===== src/rtl/muldiv_pkg.sv =====
// Shared encodings and constants for the iterative HI/LO multiply/divide unit.
package muldiv_pkg;

    localparam int ITER  = 32;
    localparam int CNT_W = $clog2(ITER);

    typedef enum logic [1:0] {
        OP_MULT  = 2'b00,
        OP_MULTU = 2'b01,
        OP_DIV   = 2'b10,
        OP_DIVU  = 2'b11
    } op_t;

    typedef enum logic [1:0] {
        S_IDLE = 2'b00,
        S_RUN  = 2'b01,
        S_FIX  = 2'b10
    } state_t;

    function automatic logic [31:0] mag(
        input logic [31:0] v,
        input logic        sgn
    );
        return (sgn && v[31]) ? (32'd0 - v) : v;
    endfunction

endpackage


===== src/rtl/muldiv_core.sv =====
// Unsigned 32-bit shift-add multiplier / restoring divider, one bit per step.
module muldiv_core
    import muldiv_pkg::*;
(
    input  logic        clock,
    input  logic        reset,
    input  logic        load,
    input  logic        step,
    input  logic        is_div,
    input  logic [31:0] a,
    input  logic [31:0] b,
    output logic [63:0] result
);

    // acc holds {partial, multiplier} or {remainder, quotient}
    logic [63:0] acc;
    logic [63:0] acc_next;
    logic [31:0] opnd;
    logic [32:0] sum;
    logic [32:0] shifted;
    logic [32:0] trial;

    always_comb begin
        sum     = {1'b0, acc[63:32]} + (acc[0] ? {1'b0, opnd} : 33'd0);
        shifted = acc[63:31];
        trial   = shifted - {1'b0, opnd};
        if (is_div) begin
            if (trial[32])
                acc_next = {shifted[31:0], acc[30:0], 1'b0};
            else
                acc_next = {trial[31:0], acc[30:0], 1'b1};
        end else begin
            acc_next = {sum, acc[31:1]};
        end
    end

    always_ff @(posedge clock or negedge reset) begin
        if (!reset) begin
            acc  <= '0;
            opnd <= '0;
        end else if (load) begin
            acc  <= {32'd0, is_div ? a : b};
            opnd <= is_div ? b : a;
        end else if (step) begin
            acc  <= acc_next;
        end
    end

    assign result = acc;

endmodule


===== src/rtl/muldiv_hilo.sv =====
// HI/LO multiply/divide unit: control FSM, sign fix-up and HI/LO registers.
module muldiv_hilo
    import muldiv_pkg::*;
#(
    parameter int WIDTH = 32
) (
    input  logic             clock,
    input  logic             reset,
    input  logic             start,
    input  logic [1:0]       op,
    input  logic [WIDTH-1:0] op1,
    input  logic [WIDTH-1:0] op2,
    input  logic             mthi_we,
    input  logic             mtlo_we,
    input  logic [WIDTH-1:0] wdata,
    input  logic             rd_req,
    output logic [WIDTH-1:0] hi,
    output logic [WIDTH-1:0] lo,
    output logic             busy,
    output logic             done,
    output logic             divide_zero,
    output logic             stall
);

    state_t           state;
    state_t           state_next;
    logic [CNT_W-1:0] count;
    logic             last;
    logic             launch;
    logic             div_zero_req;
    logic             load;
    logic             step;
    logic             is_div_in;
    logic             is_signed_in;
    logic             div_q;
    logic             neg_q;
    logic             neg_r;
    logic             dz_q;
    logic [31:0]      mag1;
    logic [31:0]      mag2;
    logic [63:0]      raw;
    logic [63:0]      prod;
    logic [31:0]      quo;
    logic [31:0]      rem;
    logic [63:0]      result;

    assign is_div_in    = (op_t'(op) == OP_DIV) || (op_t'(op) == OP_DIVU);
    assign is_signed_in = (op_t'(op) == OP_MULT) || (op_t'(op) == OP_DIV);
    assign mag1         = mag(op1, is_signed_in);
    assign mag2         = mag(op2, is_signed_in);

    assign launch       = (state == S_IDLE) && start;
    assign div_zero_req = launch && is_div_in && (op2 == '0);
    assign last         = (count == CNT_W'(ITER - 1));

    always_ff @(posedge clock or negedge reset) begin
        if (!reset)
            state <= S_IDLE;
        else
            state <= state_next;
    end

    // Divide-by-zero jumps straight to FIX so completion lands one edge later
    always_comb begin
        state_next = state;
        unique case (state)
            S_IDLE: if (start) state_next = div_zero_req ? S_FIX : S_RUN;
            S_RUN:  if (last) state_next = S_FIX;
            S_FIX:  state_next = S_IDLE;
            default: state_next = S_IDLE;
        endcase
    end

    always_comb begin
        busy = 1'b0;
        load = 1'b0;
        step = 1'b0;
        unique case (state)
            S_IDLE: load = start && !div_zero_req;
            S_RUN: begin
                busy = 1'b1;
                step = 1'b1;
            end
            S_FIX:  busy = 1'b1;
            default: busy = 1'b0;
        endcase
    end

    assign stall = busy & (start | rd_req | mthi_we | mtlo_we);

    always_ff @(posedge clock or negedge reset) begin
        if (!reset) begin
            count <= '0;
            div_q <= 1'b0;
            neg_q <= 1'b0;
            neg_r <= 1'b0;
            dz_q  <= 1'b0;
        end else if (launch) begin
            count <= '0;
            div_q <= is_div_in;
            neg_q <= is_signed_in & (op1[31] ^ op2[31]);
            neg_r <= is_signed_in & is_div_in & op1[31];
            dz_q  <= div_zero_req;
        end else if (step) begin
            count <= count + 1'b1;
        end
    end

    muldiv_core u_core (
        .clock  (clock),
        .reset  (reset),
        .load   (load),
        .step   (step),
        .is_div (load ? is_div_in : div_q),
        .a      (mag1),
        .b      (mag2),
        .result (raw)
    );

    always_comb begin
        prod   = neg_q ? (64'd0 - raw) : raw;
        quo    = neg_q ? (32'd0 - raw[31:0]) : raw[31:0];
        rem    = neg_r ? (32'd0 - raw[63:32]) : raw[63:32];
        result = div_q ? {rem, quo} : prod;
    end

    always_ff @(posedge clock or negedge reset) begin
        if (!reset) begin
            hi          <= '0;
            lo          <= '0;
            done        <= 1'b0;
            divide_zero <= 1'b0;
        end else begin
            done        <= (state == S_FIX);
            divide_zero <= (state == S_FIX) && dz_q;
            if ((state == S_FIX) && !dz_q) begin
                hi <= result[63:32];
                lo <= result[31:0];
            end else if (!busy) begin
                if (mthi_we) hi <= wdata;
                if (mtlo_we) lo <= wdata;
            end
        end
    end

endmodule


===== config.mk =====
export PLATFORM = sky130hd
export DESIGN_NAME = muldiv_hilo
export DESIGN_NICKNAME = d
export VERILOG_FILES = /design/src/rtl/muldiv_pkg.sv /design/src/rtl/muldiv_core.sv /design/src/rtl/muldiv_hilo.sv
export SDC_FILE = /design/constraint.sdc
export NUM_CORES = 1
export LEC_CHECK = 0
export BUFFER_PORTS_ARGS = -buffer_cell sky130_fd_sc_hd__buf_4
export CORE_UTILIZATION = 27
export DETAILED_ROUTE_END_ITERATION = 8
export PLACE_DENSITY = 0.49
export SETUP_SLACK_MARGIN = 0.5
export SLEW_MARGIN = 20
export SYNTH_ARGS = -nofsm -noshare
export SYNTH_HDL_FRONTEND = slang
export SYNTH_SLANG_ARGS = --single-unit

===== constraint.sdc =====
create_clock -name clock -period 4.35 [get_ports clock]
set_input_delay 0.6525 -clock clock [delete_from_list [all_inputs] [get_ports clock]]
set_output_delay 0.6525 -clock clock [all_outputs]
set_load 0.01 [all_outputs]

==> flow_metrics.tcl, run 1 <==
set metrics [dict create \
    r2r_cells 14 \
    timing.rr.start "u_core.result[0]" \
    cts.sinks 173 \
    path_clk_slew_ps 80 \
    core_um2 56400 \
    hp-class "input pin to asynchronous set/reset pin" \
    drtAntennaViolNets 0 \
    drive_above_1_share_pct 15.0 \
    synth.distinct_cells 77 \
    rows 87 \
    maxSlewViolCount 0 \
    chipHeight_um 241 \
    dr.pass1.iters 5 \
    power_density_nw_per_um2 789 \
    synth_ff_type "dfrtp_1" \
    arrival_ps 3950 \
    finalNetCount 2251 \
    seqCellArea_um2 4330 \
    grt_max_degree 128 \
    startpoint_type "flop" \
    period_needed_ps 3560 \
    worstSetupPathType "flop to flop" \
    period_share_pct 81.9 \
    wire_per_inst_um 21.1 \
    cts_inserted_buffers 17 \
    antenna_found_initial 0 \
    final_common_cell "nand2_1" \
    cts_hold_buf 0 \
    fmax_mhz 281 \
    leakagePower_nw 7.95 \
    syn_area_per_cell_um2 7.85 \
    die_x_um 241 \
    synth-async-reset-ratio_pct 100 \
    viasPerCell 5.28 \
    layout.cells.most_common_list "nand2_1, buf_4, o21ai_0" \
    rsz0062_at_grt "false" \
    drc 0 \
    clock_path_buffers 2 \
    crit_path_end_kind "flop" \
    numPortBuffers 171 \
    ys_seq_area_share_pct 28.1 \
    synth_edf_count 0 \
    grt_pass1_vias 14000 \
    total_power_w 0.0144 \
    synth_nets 2139 \
    yosysWarningCount 0 \
    setup_viol 0 \
    worstMarginPinSlew_ps 1050 \
    htreeDepth 4 \
    critPathMaxFanout 9 \
    peakVddDrop_mv 0.422 \
    start_util_pct 27.3 \
    drv_cap 0 \
    required_ps 4730 \
    finalSetupTns_ps 0 \
    grt_usage_pct 20.3 \
    multi_input_area_um2 10400 \
    overflow 0 \
    dp_hpwl_mm 47.1 \
    syn_to_final_growth_pct 18.5 \
    mappedNetlistArea_um2 15400 \
    grt_pass1_wl_mm 88.1 \
    io_pins 172 \
    drt_wl_total_mm 59.8 \
    n_fill_cell 6083 \
    drt_iter0_drc 1174 \
    design.die.area_um2 58000 \
    syn-instance-count 1960 \
    vias 15000 \
    final_core_util_pct 32.4 \
    hold_viol_final 0 \
    num_antenna_cells 0 \
    cts_tree "done" \
    crit_start "u_core.result[0]" \
    synth.ff_latch_count 173 \
    clockRootBuffer "clkbuf_16" \
    clock_latency_ps 470 \
    fin_skew_ps 16.8 \
    status "finished, final reports clean" \
    max_slew_margin_pct 30.2 \
    gp_congestion 0.901 \
]
area by class of cell:
type / instances / area share [%]
Clock buffer: 17 / 2.33
Clock inverter: 15 / 1.19
Inverter: 63 / 1.30
Multi-Input combinational cell: 1601 / 56.9
Sequential cell: 173 / 23.7
Tap cell: 756 / 5.19
Timing Repair Buffer: 216 / 9.34
metrics by stage:
step / setup slack (ps) / instances / instance area (um^2) / hold slack [ps]
final: 787 / 2841 / 18200 / 249
after global routing: 516 / 2841 / 18200 / 297
after CTS: 516 / 2841 / 18200 / 268
after detailed placement: 415 / 2809 / 17600 / 480
after global placement: 581 / 2809 / 17600 / 473
after floorplan: 1150 / 1960 / 15400 / 357
critical path, stage by stage, from the launching register on:
cell	delay (ps)
dfrtp_1	530
and2_1	200
ha_1	190
inv_1	60
fa_1	370
nand2b_1	190
a21oi_1	280
a21boi_0	290
o21a_1	310
a21oi_2	270
nor2b_1	120
o21a_1	220
o21ai_1	140
o211ai_1	100
a41oi_1	190
state kept, by name, summed over array words and instances (netlist names):
| register | count |
|---|---|
| u_core.result | 64 |
| hi | 32 |
| lo | 32 |
| u_core.opnd | 32 |
| count | 5 |
| state | 2 |
| div_q | 1 |
| divide_zero | 1 |
| done | 1 |
| dz_q | 1 |
| neg_q | 1 |
| neg_r | 1 |
report_power, final:
group,switching [W],leakage (nW),internal [W]
combinational,0.00570,5.50,0.00374
clock,0.000816,0.314,0.000892
sequential,0.000898,2.14,0.00235
total,0.00741,7.95,0.00699
cells in the mapped netlist, types with 15 or more instances:
cell type | instances | area, um^2
nand2_1 | 234 | 878
nand4_1 | 15 | 93.8
inv_1 | 62 | 233
mux2i_1 | 88 | 881
o211ai_1 | 44 | 330
a21oi_1 | 169 | 846
dfrtp_1 | 173 | 4330
mux2_2 | 21 | 236
xor2_1 | 67 | 587
ha_1 | 73 | 913
or3_1 | 19 | 119
o21ai_0 | 204 | 1020
nand2b_1 | 24 | 150
a21o_1 | 24 | 180
o31ai_1 | 23 | 173
nor2_1 | 164 | 616
nand3_1 | 34 | 170
o21ai_1 | 23 | 115
clkbuf_1 | 94 | 353
nor2b_1 | 18 | 113
a211oi_1 | 17 | 128
xnor2_1 | 109 | 955
nor3_1 | 39 | 195
final timing paths:
path / slack, ps / endpoint
worst max-delay path: 790 / u_core.result[63]
worst min-delay path: 250 / hi[3]
worst max register to register: 790 / u_core.result[63]
worst min register to register: 490 / u_core.opnd[28]
max in group asynchronous: 3190 / div_q
min in group clock: 470 / hi[19]
cell families after synthesis:
logic type               count (synthesis)  synth area share [%]
flip-flops                             173                  28.1
adder cells (fa/ha/maj)                 75                  6.19
AND/OR/NAND/NOR                        623                  19.4
multiplexers                           109                  7.26
AO/OA/AOI/OAI                          618                  24.3
XOR/XNOR                               176                  10.0
buffers and inverters                  186                  4.72
layer usage:
metal / global-route usage [%] / vias up / wire [um]
li1: - / 7241 / -
met1: 29.5 / 7242 / 29200
met2: 30.8 / 449 / 25900
met3: 3.03 / 62 / 3220
met4: 5.79 / 0 / 1490
met5: 0 / - / 0
what timing repair did:
item,CTS,global route
pin swaps,0,0
hold endpoints to repair,0,0
endpoints found under the setup margin,1,10
setup buffers,0,0
gates resized for setup,1,6
(Power assumes the default switching activity.)
==> inputs of run 2 (changes only) <==
- PLACE_DENSITY: 0.49 -> 0.5
- clock period: 4.35 -> 2.9 ns (I/O delays scaled with it)
==> run 2 against run 1 <==
Worst setup slack got worse by 870 ps. Maximum frequency rose by 19%. Non-clock buffer count rose by 332. Clock-buffer cell count rose by 5. First-iteration DRC count rose by 5.5%. Power rose by 99%. Die area did not move. Via count rose by 10%. Sequential power rose by 36%. Critical path depth fell by 2. The run now ends with setup timing left. Critical endpoint is now u_core.result[53]. Combinational power rose by 130%.
==> flow_metrics.tcl, run 2 (synthesis results as in run 1) <==
set metrics [dict create \
    status "finished, violations left" \
    failed_checks "setup timing" \
    startpoint_type "flop" \
    crit_buf_inv 2 \
    required_ps 3240 \
    peakVddDrop_mv 0.581 \
    drc 0 \
    cts_inserted_buffers 17 \
    drt_iter0_drc 1239 \
    worstSetupPathType "flop to flop" \
    gp_congestion 0.915 \
    design.die.area_um2 58000 \
    drive_above_1_share_pct 38.4 \
    power_density_nw_per_um2 1250 \
    wire_per_inst_um 20.6 \
    drt_wl_total_mm 65.4 \
    max_slew_margin_pct 32.9 \
    setup_viol 11 \
    dp_hpwl_mm 52.0 \
    hold_viol_final 0 \
    rsz0062_at_grt "true" \
    io_pins 172 \
    dr.pass1.iters 7 \
    cpMaxStageDelayCell "dfrtp_1" \
    die_x_um 241 \
    numPortBuffers 171 \
    pre_cts_ws_ps -152 \
    hp-class "input pin to flop" \
    period_share_pct 103 \
    htreeDepth 4 \
    clockRootBuffer "clkbuf_16" \
    syn_to_final_growth_pct 49.0 \
    grt_usage_pct 22.2 \
    finalNetCount 2584 \
    setup_slack_ps -88.2 \
    crit_start "u_core.opnd[0]" \
    core_um2 56400 \
    worstHoldStart "op[0]" \
    path_clk_slew_ps 80 \
    arrival_ps 3330 \
    grt_pass1_wl_mm 96.3 \
    cts.sinks 173 \
    overflow 0 \
    rows 87 \
    grt_max_degree 66 \
    timing.rr.start "u_core.opnd[0]" \
    fmax_mhz 335 \
    drv_cap 0 \
    period_needed_ps 2990 \
    viasPerCell 5.21 \
    final_common_cell "buf_4" \
    crit_path_end_kind "flop" \
    maxSlewViolCount 0 \
    start_util_pct 27.3 \
    clock_path_buffers 2 \
    grt_pass1_vias 15600 \
    whs_ps 218 \
    fin_skew_ps 17.8 \
    crit_family "compound AO/OA/AOI/OAI gates" \
    crit_chain "ha_4 -> fa_2 -> nor2b_2 -> o2111ai_2 -> a21oi_4 -> o311ai_4 -> mux2i_2 -> or2_4 -> buf_12 -> buf_16 -> a211oi_2 -> o31ai_2" \
    drtAntennaViolNets 0 \
    cts_tree "done" \
    antenna_found_initial 1 \
    clock_latency_ps 480 \
    largest_reg_flops 64 \
    vias 16500 \
    layout.cells.most_common_list "buf_4, nand2_1, dfrtp_1" \
    num_antenna_cells 0 \
    critPathMaxFanout 7 \
    chipHeight_um 241 \
    crit_path_max_incr_delay_ps 420 \
    n_fill_cell 5632 \
    leakagePower_nw 10.0 \
    worstMarginPinSlew_ps 1000 \
]
[run 2: worst paths after layout]
path,endpoint,slack (ps),cells after the start
min reg2reg,u_core.opnd[28],480,2
min in group asynchronous,hi[5],490,2
min,neg_q,220,2
max in group asynchronous,u_core.opnd[20],1620,3
max reg2reg,u_core.result[53],-90,12
max,u_core.result[53],-90,12
[run 2: worst register-to-register path, stage by stage (launching register included)]
cell and delay (ps):
dfrtp_1 420, ha_4 180, fa_2 370, nor2b_2 160
o2111ai_2 200, a21oi_4 260, o311ai_4 160, mux2i_2 200
or2_4 300, buf_12 150, buf_16 150, a211oi_2 210
o31ai_2 100
[run 2: layer usage]
metal  wire, um  track usage [%]  up-vias
li1           -                -     7910
met1      31800             32.5     7988
met2      28100             33.0      569
met3       4020             3.53       76
met4       1480             6.67        0
met5          0                0        -
[run 2: repair_timing]
action,4_1_cts,5_1_grt
buffers inserted,38,30
hold endpoints to repair,43,0
pin swaps,131,116
hold buffers,1,0
cloned,5,0
endpoints found under the setup margin,85,115
gates resized for setup,259,141
[run 2: power breakdown]
group | total [W] | internal [W] | switching [W]
Clock | 0.00231 | 0.00124 | 0.00107
Sequential | 0.00441 | 0.00355 | 0.000869
Combinational | 0.0220 | 0.0100 | 0.0120
Total | 0.0287 | 0.0148 | 0.0139
[run 2: area by class of cell]
cell class | count | area [um^2] | share of cell area (%)
Multi-Input combinational cell | 1602 | 12300 | 53.7
Timing Repair Buffer | 548 | 4540 | 19.8
Sequential cell | 173 | 4330 | 18.9
Tap cell | 756 | 946 | 4.12
Clock buffer | 22 | 464 | 2.02
Inverter | 63 | 241 | 1.05
Clock inverter | 10 | 101 | 0.442
[run 2: stage by stage]
stage / power, W / area (um^2) / util [%] / cells / setup TNS (ps)
floorplan: 0.0149 / 15900 / - / 1960 / 0
global placement: 0.0221 / 19900 / 35.4 / 3068 / -1990
detailed placement: 0.0222 / 19900 / 35.4 / 3068 / -2890
CTS: 0.0272 / 22100 / 39.1 / 3144 / -103
global route: 0.0305 / 22900 / 40.7 / 3174 / -2620
finish: 0.0287 / 22900 / 40.7 / 3174 / -338
==> inputs of run 3 (changes only) <==
- SYNTH_HIERARCHICAL: unset -> 1
==> run 3 against run 2 <==
The run still ends with setup timing left. Critical path depth stayed put. Register-to-register slack got worse by 250 ps. Core utilization up 1.4 points. Clock skew grew 3.3 ps. Critical path type unchanged.
==> flow_metrics.tcl, run 3 <==
set metrics [dict create \
    startpoint_type "flop" \
    synth_edf_count 0 \
    hp-class "input pin to flop" \
    drc 0 \
    worstMarginPinSlew_ps 820 \
    die_x_um 246 \
    drt_wl_total_mm 76.5 \
    synth.ff_latch_count 173 \
    cts.sinks 173 \
    layout.cells.most_common_list "buf_4, nor2_1, dfrtp_1" \
    synth_ff_type "dfrtp_1" \
    total_power_w 0.0310 \
    grt_util_met3_pct 3.42 \
    grt_pass1_vias 17200 \
    use_met1_pct 31.8 \
    place_area_um2 21100 \
    arrival_ps 3600 \
    drtAntennaViolNets 0 \
    maxSlewViolCount 0 \
    viasPerCell 5.38 \
    crit_path_max_incr_delay_ps 410 \
    period_needed_ps 3240 \
    rows 89 \
    period_share_pct 112 \
    syn_area_per_cell_um2 8.02 \
    ys_seq_area_share_pct 26.9 \
    synth_top_area_share_pct 26.9 \
    grt_usage_pct 24.4 \
    ys_top_cells_by_area "dfrtp_1, mux2i_1, a21oi_1" \
    grt_pass1_wl_mm 110 \
    required_ps 3260 \
    overflow 0 \
    synth_nets 2187 \
    antenna_found_initial 2 \
    grt_max_degree 53 \
    pwr-share-seq_pct 15.4 \
    cts_tree "done" \
    crit_buf_inv 1 \
    start_util_pct 27.3 \
    clockRootBuffer "clkbuf_16" \
    max_slew_margin_pct 45.1 \
    io_pins 172 \
    finalNetCount 2735 \
    numPortBuffers 171 \
    final_area_um2 24800 \
    power_density_nw_per_um2 1250 \
    drv_cap 0 \
    synth-async-reset-ratio_pct 100 \
    setup_slack_ps -336 \
    clock_latency_ps 510 \
    synthTopCellsByCount "nor2_1, a21oi_1, dfrtp_1" \
    crit_chain "ha_4 -> fa_2 -> nand2b_4 -> a211oi_4 -> o211ai_1 -> a21bo_4 -> a211oi_4 -> nor3_4 -> nor2_4 -> buf_4 -> mux2i_1 -> o21ai_0" \
    vias 18000 \
    chipHeight_um 246 \
    design.die.area_um2 60600 \
    path_clk_slew_ps 80 \
    cts_inserted_buffers 17 \
    switching_share_pct 48.2 \
    hold_viol_final 0 \
    core_um2 59000 \
    syn_to_final_growth_pct 54.1 \
    crit_family "compound AO/OA/AOI/OAI gates" \
    peakVddDrop_mv 0.664 \
    grt_busiest_layer "met2" \
    gp_congestion 0.937 \
    fmax_mhz 309 \
    synth.most_common_cell "nor2_1" \
    use_met2_pct 40.3 \
    wire_per_inst_um 22.9 \
    p_sw_w 0.0149 \
    htreeDepth 4 \
    p_int_w 0.0160 \
    synth.distinct_cells 97 \
    mappedNetlistArea_um2 16100 \
    fin_skew_ps 21.1 \
    worstSetupPathType "flop to flop" \
    failed_checks "setup timing" \
    final_common_cell "buf_4" \
    drt_iter0_drc 1435 \
    critPathMaxFanout 8 \
    synth.largest_area_cell "dfrtp_1" \
    yosysWarningCount 6 \
    setup_viol 33 \
    drive_above_1_share_pct 40.0 \
    clock_path_buffers 2 \
    cpMaxStageDelayCell "dfrtp_1" \
    dp_hpwl_mm 58.2 \
    syn-instance-count 2008 \
    cpMostUsedCell "a211oi_4" \
    pwr-share-clk_pct 7.8 \
    crit_path_end_kind "flop" \
    largest_reg_flops 64 \
    dr.pass1.iters 6 \
    leakagePower_nw 10.9 \
    p_comb_share_pct 76.9 \
    status "finished, violations left" \
    rsz0062_at_grt "true" \
]
==> run 3: power groups by stage <==
| stage | registers (W) | logic, W | clock network (W) |
|---|---|---|---|
| floorplan | 0.00473 | 0.0112 | 0 |
| global route | 0.00485 | 0.0254 | 0.00252 |
| CTS | 0.00471 | 0.0219 | 0.00245 |
| global placement | 0.00469 | 0.0192 | 0 |
| finish | 0.00476 | 0.0238 | 0.00240 |
| detailed placement | 0.00472 | 0.0193 | 0 |
==> run 3: layout make-up <==
| type | instances | area (um^2) |
|---|---|---|
| multi-input cells | 1650 | 12900 |
| clock inverters | 12 | 126 |
| repair buffers | 641 | 5740 |
| inverters | 73 | 274 |
| clock buffers | 20 | 447 |
| fillers | 5948 | 34200 |
| diodes | 1 | 2.50 |
| well taps | 773 | 967 |
| flip-flops and latches | 173 | 4340 |
==> run 3: worst paths after layout <==
| kind | endpoint | depth (start not counted) | startpoint | slack [ps] |
|---|---|---|---|---|
| worst min register to register | count[4] | 2 | count[4] | 540 |
| worst max register to register | u_core/result[41] | 12 | u_core/opnd[0] | -340 |
| max in group asynchronous | u_core/result[21] | 3 | reset | 1690 |
| min in group asynchronous | hi[5] | 2 | reset | 460 |
| worst max-delay path | u_core/result[41] | 12 | u_core/opnd[0] | -340 |
| worst min-delay path | neg_r | 3 | op[1] | 170 |
==> run 3: per-stage QoR <==
stage | TNS [ps] | hold WS [ps] | utilization, % | setup WS, ps | instances
global route | -10920 | 177 | 42.1 | -428 | 3342
global placement | -40040 | 456 | 35.8 | -611 | 3219
floorplan | 0 | 139 | - | 21.6 | 2008
detailed placement | -38260 | 459 | 35.8 | -605 | 3219
CTS | -6160 | 138 | 39.9 | -274 | 3296
finish | -8170 | 167 | 42.1 | -336 | 3343
==> run 3: logic make-up after synthesis <==
family	count (synthesis)	share of synthesized area [%]
and+or+nand+nor	656	20.0
AOI/OAI and AO/OA	591	23.2
buffers and inverters	185	4.54
muxes	176	11.3
DFF	173	26.9
xor gates and xnor gates	152	8.27
adders and majority gates	75	5.92
==> run 3: per-layer routing <==
| metal | vias to the layer above | wire length (um) |
|---|---|---|
| met5 | - | 29 |
| met4 | 4 | 2790 |
| met3 | 142 | 4430 |
| met2 | 650 | 36100 |
| met1 | 8782 | 33200 |
| li1 | 8413 | - |
==> run 3: tightest hold or removal path: stages <==
cell,delay [ps]
buf_4,80
nand3_1,50
o21ai_0,60
==> run 3: repair_timing <==
action	4_1_cts	5_1_grt
hold buffers	1	0
buffers inserted	28	40
cloned	16	6
pin swaps	120	83
endpoints found under the hold margin	49	0
setup endpoints to repair	131	128
resized for setup	274	182
